$ cat src/rtl/pipe_pkg.sv
// Shared definitions for the pipeline hazard controller: FSM states,
// decoder jump codes, memory-wait timeout limit and the control bundle.
package pipe_pkg;

    typedef enum logic [1:0] {
        ST_RUN      = 2'b00,
        ST_MEM_WAIT = 2'b01,
        ST_JR_WAIT  = 2'b10
    } state_t;

    localparam logic [1:0] JMP_NONE   = 2'b00;
    localparam logic [1:0] JMP_JR     = 2'b01;
    localparam logic [1:0] JMP_JR_FWD = 2'b10;
    localparam logic [1:0] JMP_JAL    = 2'b11;

    // Last wait-counter value tolerated before the memory wait is abandoned.
    localparam logic [3:0] MEM_TIMEOUT_LIMIT = 4'd15;

    localparam int STALL_W = 16;

    typedef struct packed {
        logic pc_write;
        logic ifid_write;
        logic ifid_flush;
        logic idex_flush;
        logic exmem_stall;
        logic jr_fwd_sel;
        logic mem_timeout;
    } ctrl_t;

    localparam ctrl_t CTRL_DEFAULT = '{pc_write: 1'b1, ifid_write: 1'b1, default: 1'b0};

endpackage

$ cat src/rtl/pipeline_hazard_ctrl_if.sv
// Bundle of pipeline-status inputs and hazard-control outputs.
// master drives the pipeline status; slave is the hazard controller.
interface pipeline_hazard_ctrl_if;
    import pipe_pkg::*;

    logic [4:0]         id_rs;
    logic [4:0]         id_rt;
    logic               id_uses_rt;
    logic [1:0]         id_jump;
    logic               id_j_jump;
    logic               ex_mem_read;
    logic [4:0]         ex_rt;
    logic               ex_branch_taken;
    logic               mem_req;
    logic               mem_ready;

    logic               pc_write;
    logic               ifid_write;
    logic               ifid_flush;
    logic               idex_flush;
    logic               exmem_stall;
    logic               jr_fwd_sel;
    logic               mem_timeout;
    logic [STALL_W-1:0] stall_cycles;

    modport master (
        output id_rs, id_rt, id_uses_rt, id_jump, id_j_jump,
               ex_mem_read, ex_rt, ex_branch_taken, mem_req, mem_ready,
        input  pc_write, ifid_write, ifid_flush, idex_flush,
               exmem_stall, jr_fwd_sel, mem_timeout, stall_cycles
    );

    modport slave (
        input  id_rs, id_rt, id_uses_rt, id_jump, id_j_jump,
               ex_mem_read, ex_rt, ex_branch_taken, mem_req, mem_ready,
        output pc_write, ifid_write, ifid_flush, idex_flush,
               exmem_stall, jr_fwd_sel, mem_timeout, stall_cycles
    );

endinterface

$ cat src/rtl/load_use_detect.sv
// Load-use hazard: the load in EX writes a register the ID instruction reads.
// Register 0 is hard-wired zero, so a load targeting it never creates a hazard.
module load_use_detect (
    input  logic [4:0] id_rs,
    input  logic [4:0] id_rt,
    input  logic       id_uses_rt,
    input  logic       ex_mem_read,
    input  logic [4:0] ex_rt,
    output logic       hazard
);

    assign hazard = ex_mem_read && (ex_rt != 5'd0) &&
                    ((ex_rt == id_rs) || (id_uses_rt && (ex_rt == id_rt)));

endmodule

$ cat src/rtl/pipeline_hazard_ctrl.sv
// Pipeline hazard controller: stalls/flushes IF/ID/EX on memory waits,
// taken branches, load-use hazards and jumps; counts stalled cycles.
module pipeline_hazard_ctrl
    import pipe_pkg::*;
(
    input  logic                 clk,
    input  logic                 reset,
    pipeline_hazard_ctrl_if.slave bus
);

    state_t             state, next_state;
    logic [3:0]         wait_cnt, wait_cnt_next;
    logic [STALL_W-1:0] stall_cnt;
    logic               hazard;
    ctrl_t              ctrl;

    load_use_detect u_load_use (
        .id_rs       (bus.id_rs),
        .id_rt       (bus.id_rt),
        .id_uses_rt  (bus.id_uses_rt),
        .ex_mem_read (bus.ex_mem_read),
        .ex_rt       (bus.ex_rt),
        .hazard      (hazard)
    );

    // State and memory-wait counter registers.
    always_ff @(posedge clk) begin
        if (reset) begin
            state    <= ST_RUN;
            wait_cnt <= 4'd0;
        end else begin
            state    <= next_state;
            wait_cnt <= wait_cnt_next;
        end
    end

    // Next-state and control outputs; RUN conditions are checked in priority order.
    always_comb begin
        ctrl          = CTRL_DEFAULT;
        next_state    = state;
        wait_cnt_next = wait_cnt;
        case (state)
            ST_RUN: begin
                if (bus.mem_req && !bus.mem_ready) begin
                    // Freeze the front end and hold the back end until memory answers.
                    ctrl.pc_write    = 1'b0;
                    ctrl.ifid_write  = 1'b0;
                    ctrl.exmem_stall = 1'b1;
                    next_state       = ST_MEM_WAIT;
                    wait_cnt_next    = 4'd0;
                end else if (bus.ex_branch_taken) begin
                    // Branch wins over load-use: the stalled instruction is squashed anyway.
                    ctrl.ifid_flush = 1'b1;
                    ctrl.idex_flush = 1'b1;
                end else if (hazard) begin
                    ctrl.pc_write   = 1'b0;
                    ctrl.ifid_write = 1'b0;
                    ctrl.idex_flush = 1'b1;
                end else if (bus.id_jump == JMP_JR_FWD) begin
                    // Wait one cycle for the forwarded JR target to become available.
                    ctrl.pc_write   = 1'b0;
                    ctrl.ifid_write = 1'b0;
                    ctrl.idex_flush = 1'b1;
                    next_state      = ST_JR_WAIT;
                end else if (bus.id_jump == JMP_JR || bus.id_jump == JMP_JAL || bus.id_j_jump) begin
                    ctrl.ifid_flush = 1'b1;
                end
            end
            ST_MEM_WAIT: begin
                if (bus.mem_ready) begin
                    next_state = ST_RUN;
                end else if (wait_cnt == MEM_TIMEOUT_LIMIT) begin
                    ctrl.mem_timeout = 1'b1;
                    next_state       = ST_RUN;
                end else begin
                    ctrl.pc_write    = 1'b0;
                    ctrl.ifid_write  = 1'b0;
                    ctrl.exmem_stall = 1'b1;
                    wait_cnt_next    = wait_cnt + 4'd1;
                end
            end
            ST_JR_WAIT: begin
                // Branch and load-use are deliberately not considered here.
                ctrl.jr_fwd_sel = 1'b1;
                ctrl.ifid_flush = 1'b1;
                next_state      = ST_RUN;
            end
            default: begin
                next_state = ST_RUN;
            end
        endcase
        if (reset) begin
            ctrl = '0;
        end
    end

    // Saturating count of cycles in which the PC was held.
    always_ff @(posedge clk) begin
        if (reset) begin
            stall_cnt <= '0;
        end else if (!ctrl.pc_write && (stall_cnt != {STALL_W{1'b1}})) begin
            stall_cnt <= stall_cnt + 16'd1;
        end
    end

    assign bus.pc_write     = ctrl.pc_write;
    assign bus.ifid_write   = ctrl.ifid_write;
    assign bus.ifid_flush   = ctrl.ifid_flush;
    assign bus.idex_flush   = ctrl.idex_flush;
    assign bus.exmem_stall  = ctrl.exmem_stall;
    assign bus.jr_fwd_sel   = ctrl.jr_fwd_sel;
    assign bus.mem_timeout  = ctrl.mem_timeout;
    assign bus.stall_cycles = reset ? '0 : stall_cnt;

endmodule

$ cat src/flat_wrapper.sv
// flat-port wrapper written by rule: the top's interface ports become plain ports
module pipeline_hazard_ctrl_flat import pipe_pkg::*;
  (clk, reset, bus_id_rs, bus_id_rt, bus_id_uses_rt, bus_id_jump, bus_id_j_jump, bus_ex_mem_read, bus_ex_rt, bus_ex_branch_taken, bus_mem_req, bus_mem_ready, bus_pc_write, bus_ifid_write, bus_ifid_flush, bus_idex_flush, bus_exmem_stall, bus_jr_fwd_sel, bus_mem_timeout, bus_stall_cycles);
  pipeline_hazard_ctrl_if bus_i ();
  input  logic clk;
  input  logic reset;
  input wire logic [$bits(bus_i.id_rs)-1:0] bus_id_rs;
  input wire logic [$bits(bus_i.id_rt)-1:0] bus_id_rt;
  input wire logic [$bits(bus_i.id_uses_rt)-1:0] bus_id_uses_rt;
  input wire logic [$bits(bus_i.id_jump)-1:0] bus_id_jump;
  input wire logic [$bits(bus_i.id_j_jump)-1:0] bus_id_j_jump;
  input wire logic [$bits(bus_i.ex_mem_read)-1:0] bus_ex_mem_read;
  input wire logic [$bits(bus_i.ex_rt)-1:0] bus_ex_rt;
  input wire logic [$bits(bus_i.ex_branch_taken)-1:0] bus_ex_branch_taken;
  input wire logic [$bits(bus_i.mem_req)-1:0] bus_mem_req;
  input wire logic [$bits(bus_i.mem_ready)-1:0] bus_mem_ready;
  output wire logic [$bits(bus_i.pc_write)-1:0] bus_pc_write;
  output wire logic [$bits(bus_i.ifid_write)-1:0] bus_ifid_write;
  output wire logic [$bits(bus_i.ifid_flush)-1:0] bus_ifid_flush;
  output wire logic [$bits(bus_i.idex_flush)-1:0] bus_idex_flush;
  output wire logic [$bits(bus_i.exmem_stall)-1:0] bus_exmem_stall;
  output wire logic [$bits(bus_i.jr_fwd_sel)-1:0] bus_jr_fwd_sel;
  output wire logic [$bits(bus_i.mem_timeout)-1:0] bus_mem_timeout;
  output wire logic [$bits(bus_i.stall_cycles)-1:0] bus_stall_cycles;
  assign bus_i.id_rs = bus_id_rs;
  assign bus_i.id_rt = bus_id_rt;
  assign bus_i.id_uses_rt = bus_id_uses_rt;
  assign bus_i.id_jump = bus_id_jump;
  assign bus_i.id_j_jump = bus_id_j_jump;
  assign bus_i.ex_mem_read = bus_ex_mem_read;
  assign bus_i.ex_rt = bus_ex_rt;
  assign bus_i.ex_branch_taken = bus_ex_branch_taken;
  assign bus_i.mem_req = bus_mem_req;
  assign bus_i.mem_ready = bus_mem_ready;
  assign bus_pc_write = bus_i.pc_write;
  assign bus_ifid_write = bus_i.ifid_write;
  assign bus_ifid_flush = bus_i.ifid_flush;
  assign bus_idex_flush = bus_i.idex_flush;
  assign bus_exmem_stall = bus_i.exmem_stall;
  assign bus_jr_fwd_sel = bus_i.jr_fwd_sel;
  assign bus_mem_timeout = bus_i.mem_timeout;
  assign bus_stall_cycles = bus_i.stall_cycles;
  pipeline_hazard_ctrl u_core (.clk(clk), .reset(reset), .bus(bus_i));
endmodule
$ cat config.mk
export PLATFORM = sky130hd
export DESIGN_NAME = pipeline_hazard_ctrl_flat
export DESIGN_NICKNAME = d
export VERILOG_FILES = /design/src/rtl/pipe_pkg.sv /design/src/rtl/pipeline_hazard_ctrl_if.sv /design/src/rtl/load_use_detect.sv /design/src/rtl/pipeline_hazard_ctrl.sv /design/src/flat_wrapper.sv
export SDC_FILE = /design/constraint.sdc
export NUM_CORES = 1
export LEC_CHECK = 0
export CAP_MARGIN = 0
export CORE_MARGIN = 1.5
export CORE_UTILIZATION = 42
export DETAILED_ROUTE_END_ITERATION = 12
export PLACE_DENSITY = 0.76
export SYNTH_ARGS = -nofsm -noshare
export SYNTH_HDL_FRONTEND = slang
export SYNTH_HIERARCHICAL = 1
export SYNTH_SLANG_ARGS = --single-unit
$ cat constraint.sdc
create_clock -name clk -period 2.4 [get_ports clk]
set_input_delay 0.48 -clock clk [delete_from_list [all_inputs] [get_ports clk]]
set_output_delay 0.48 -clock clk [all_outputs]
set_load 0.01 [all_outputs]
==> flow_metrics.py <==
metrics = {
    "run_status": {
        "status": "finished, final reports clean",
    },
    "setup_path": {
        "rr_startpoint": "u_core/wait_cnt[0]$_SDFFE_PP0P_",
        "cp-start-kind": "primary input",
        "endpoint_kind": "output pin",
        "cp-startpoint": "bus_id_rt[0]",
        "worstPathRequired_ns": 1.92,
        "path_max_fanout": 3,
        "critical_path_class": "primary input to output pin",
        "crit_arrival_ns": 1.91,
    },
    "logic_synthesis": {
        "ys_ff_latch": 22,
        "syn_inst": 183,
        "ys_warn_count": 6,
        "synth_common_cells": "dfxtp_1 (22), nor2_1 (21), nor2b_1 (18)",
        "syn_nets": 210,
        "synth_area_leaders": "dfxtp_1 (29%), nor2b_1 (7.3%), mux2_2 (5.8%)",
        "synth-edff-count": 0,
        "synth.most_common_cell": "dfxtp_1",
        "synth_seq_area_share_pct": 28.5,
        "yosys.area.top_type": "dfxtp_1",
        "synthArstFlopShare_pct": 0,
        "syn_area_um2": 1540,
        "yosys_most_used_dff": "dfxtp_1",
        "synth_cell_types": 50,
        "synth_top_area_share_pct": 28.5,
        "syn_area_per_cell_um2": 8.43,
    },
    "global_routing": {
        "grt_use_met2_pct": 32.1,
        "grt_max_degree": 22,
        "met3_usage_pct": 3.21,
        "grt-busiest-layer": "met2",
        "grt_pass1_wl_um": 6490,
        "gr-total-overflow": 0,
        "grt_pass1_vias": 1502,
        "antenna_found_initial": 0,
        "grt.total_usage_pct": 19.7,
        "grtUsageMet1_pct": 25.9,
    },
    "floorplanning": {
        "io_pins": 48,
        "initial_core_util_pct": 44.8,
        "rows": 21,
        "die_w_um": 63.6,
        "core_um2": 3440,
        "dieHeight_um": 63.6,
        "die-area_um2": 4050,
    },
    "drt": {
        "wire_per_inst_um": 13.3,
        "wl_um": 3990,
        "drt_first_pass_iters": 4,
        "drtAntennaViolNets": 0,
        "dr.first_iter.drc_count": 77,
        "vias_per_cell": 5.25,
        "vias": 1579,
        "drc_errors": 0,
    },
    "sta": {
        "rsz0062_at_grt": "yes",
        "maxSlewHeadroom_pct": 70.9,
        "tightest_slew_ns": 0.433,
        "setup_viol": 0,
        "max_freq_ghz": 0.418,
        "fin_skew_ns": 0.00336,
        "finalHoldViolations": 0,
        "slew_viol_final": 0,
        "final.min_clock_period_ns": 2.39,
        "period_share_pct": 99.8,
    },
    "clocking": {
        "numClockSinks": 22,
        "clock_latency_ns": 0.25,
        "cts_max_level": 1,
        "cts_made_buffers": 3,
        "cts-root-buf": "clkbuf_8",
        "clkTransAtPathRegs_ns": 0.07,
        "cts.path.max_buffers": 2,
        "cts_tree": "done",
        "ctsHoldBuffers": 0,
    },
    "min_path": {
        "hp-class": "register to register",
        "min_from": "u_core/wait_cnt[1]$_SDFFE_PP0P_",
    },
    "power_and_ir_drop": {
        "switching_power_uw": 202,
        "power.internal_uw": 590,
        "p_per_area_nw_per_um2": 341,
        "pwr-share-comb_pct": 24.8,
        "cellLeakagePower_nw": 0.985,
        "swShare_pct": 25.5,
        "max-vdd-ir-drop_mv": 0.231,
        "clockPowerShare_pct": 27.6,
        "p_seq_share_pct": 47.6,
    },
    "final_layout": {
        "nets": 284,
        "instances_no_fill": 301,
        "diodes": 0,
        "fin_area_um2": 2320,
        "layout-drive-gt1-share_pct": 31.8,
        "area_delta_synth_final_pct": 50.4,
    },
    "place": {
        "postPlaceCellArea_um2": 2230,
        "port_buffers": 47,
        "place_congestion": 0.819,
        "hpwlAfterDp_um": 2920,
        "place_inst": 295,
    },
    "job": {
        "drv_cap": 0,
    },
}
## critical path, stage by stage
cell             delay [ns]
clkdlybuf4s15_1        0.17
xor2_1                 0.15
nor4_2                 0.27
nand3_1                0.13
a21oi_2                0.19
buf_4                  0.16
nor3_4                 0.05
nor3_2                 0.14
buf_2                  0.16
## metal layers
| metal | routed length (um) | share of wire [%] |
|---|---|---|
| met1 | 1840 | 46 |
| met3 | 196 | 4.9 |
| met5 | 0 | 0 |
| met4 | 42 | 1.1 |
| met2 | 1910 | 48 |
## through the flow
stage | setup TNS, ns | total power [mW] | util, % | setup slack (ns) | hold slack [ns]
4_1_cts | -0.0993 | 0.796 | 66.5 | -0.0993 | 0.490
3_5_place_dp | -11.14 | 0.575 | 64.9 | -0.793 | 0.477
6_report | 0 | 0.792 | 67.4 | 0.00536 | 0.491
3_3_place_gp | -10.69 | 0.572 | 64.9 | -0.759 | 0.473
2_1_floorplan | -0.0118 | 0.470 | - | -0.00396 | 0.463
5_1_grt | -0.0750 | 0.833 | 67.4 | -0.0598 | 0.523
## registers in the layout, indices dropped and copies added, names as in the netlist
signal            flops
u_core/stall_cnt     16
u_core/state          2
u_core/wait_cnt       4
## cells in the final DEF (no fill, tap or decap), drive strengths merged, types with 7 or more instances in the layout
| cell type | count |
|---|---|
| nor2 | 21 |
| nand3 | 12 |
| mux2 | 11 |
| buf | 36 |
| xor2 | 10 |
| nor2b | 18 |
| dlygate4sd2 | 7 |
| nor3 | 11 |
| clkdlybuf4s50 | 24 |
| dfxtp | 22 |
| clkbuf | 7 |
| a21oi | 8 |
## cells by family after synthesis
group | after synthesis | synth area share, %
xor gates and xnor gates | 13 | 7.38
muxes | 11 | 8.76
adders and majority gates | 2 | 1.62
AOI/OAI and AO/OA | 26 | 11.4
and+or+nand+nor | 97 | 38.5
DFF | 22 | 28.5
buffers and inverters | 12 | 3.73
## what timing repair did
item | in CTS | in global routing
setup buffers | 3 | 0
gates resized for setup | 49 | 21
pin swaps | 16 | 11
setup endpoints to repair | 24 | 21
## power by group through the flow
stage                     clock network, mW  logic, mW  registers [mW]
after floorplan                           0     0.0879           0.382
final                                 0.218      0.197           0.377
after global placement                    0      0.188           0.385
after detailed placement                  0      0.190           0.385
after CTS                             0.228      0.191           0.377
after global routing                  0.241      0.214           0.378
## worst paths after layout
check	end	slack, ns	depth (start not counted)
worst max-delay path	bus_idex_flush	0.005	9
worst min-delay path	u_core/wait_cnt[1]$_SDFFE_PP0P_	0.49	2
worst min register to register	u_core/wait_cnt[1]$_SDFFE_PP0P_	0.49	2
worst max register to register	u_core/stall_cnt[3]$_SDFFE_PP0P_	0.16	9
## layout make-up
type                       count  area [um2]
multi-input combinational    149        1110
fill                         300        1120
timing repair buffer          77         652
inverter                       4        15.0
sequential                    22         440
tap                           46        57.6
clock buffer                   3        41.3
(Power assumes the default switching activity.)
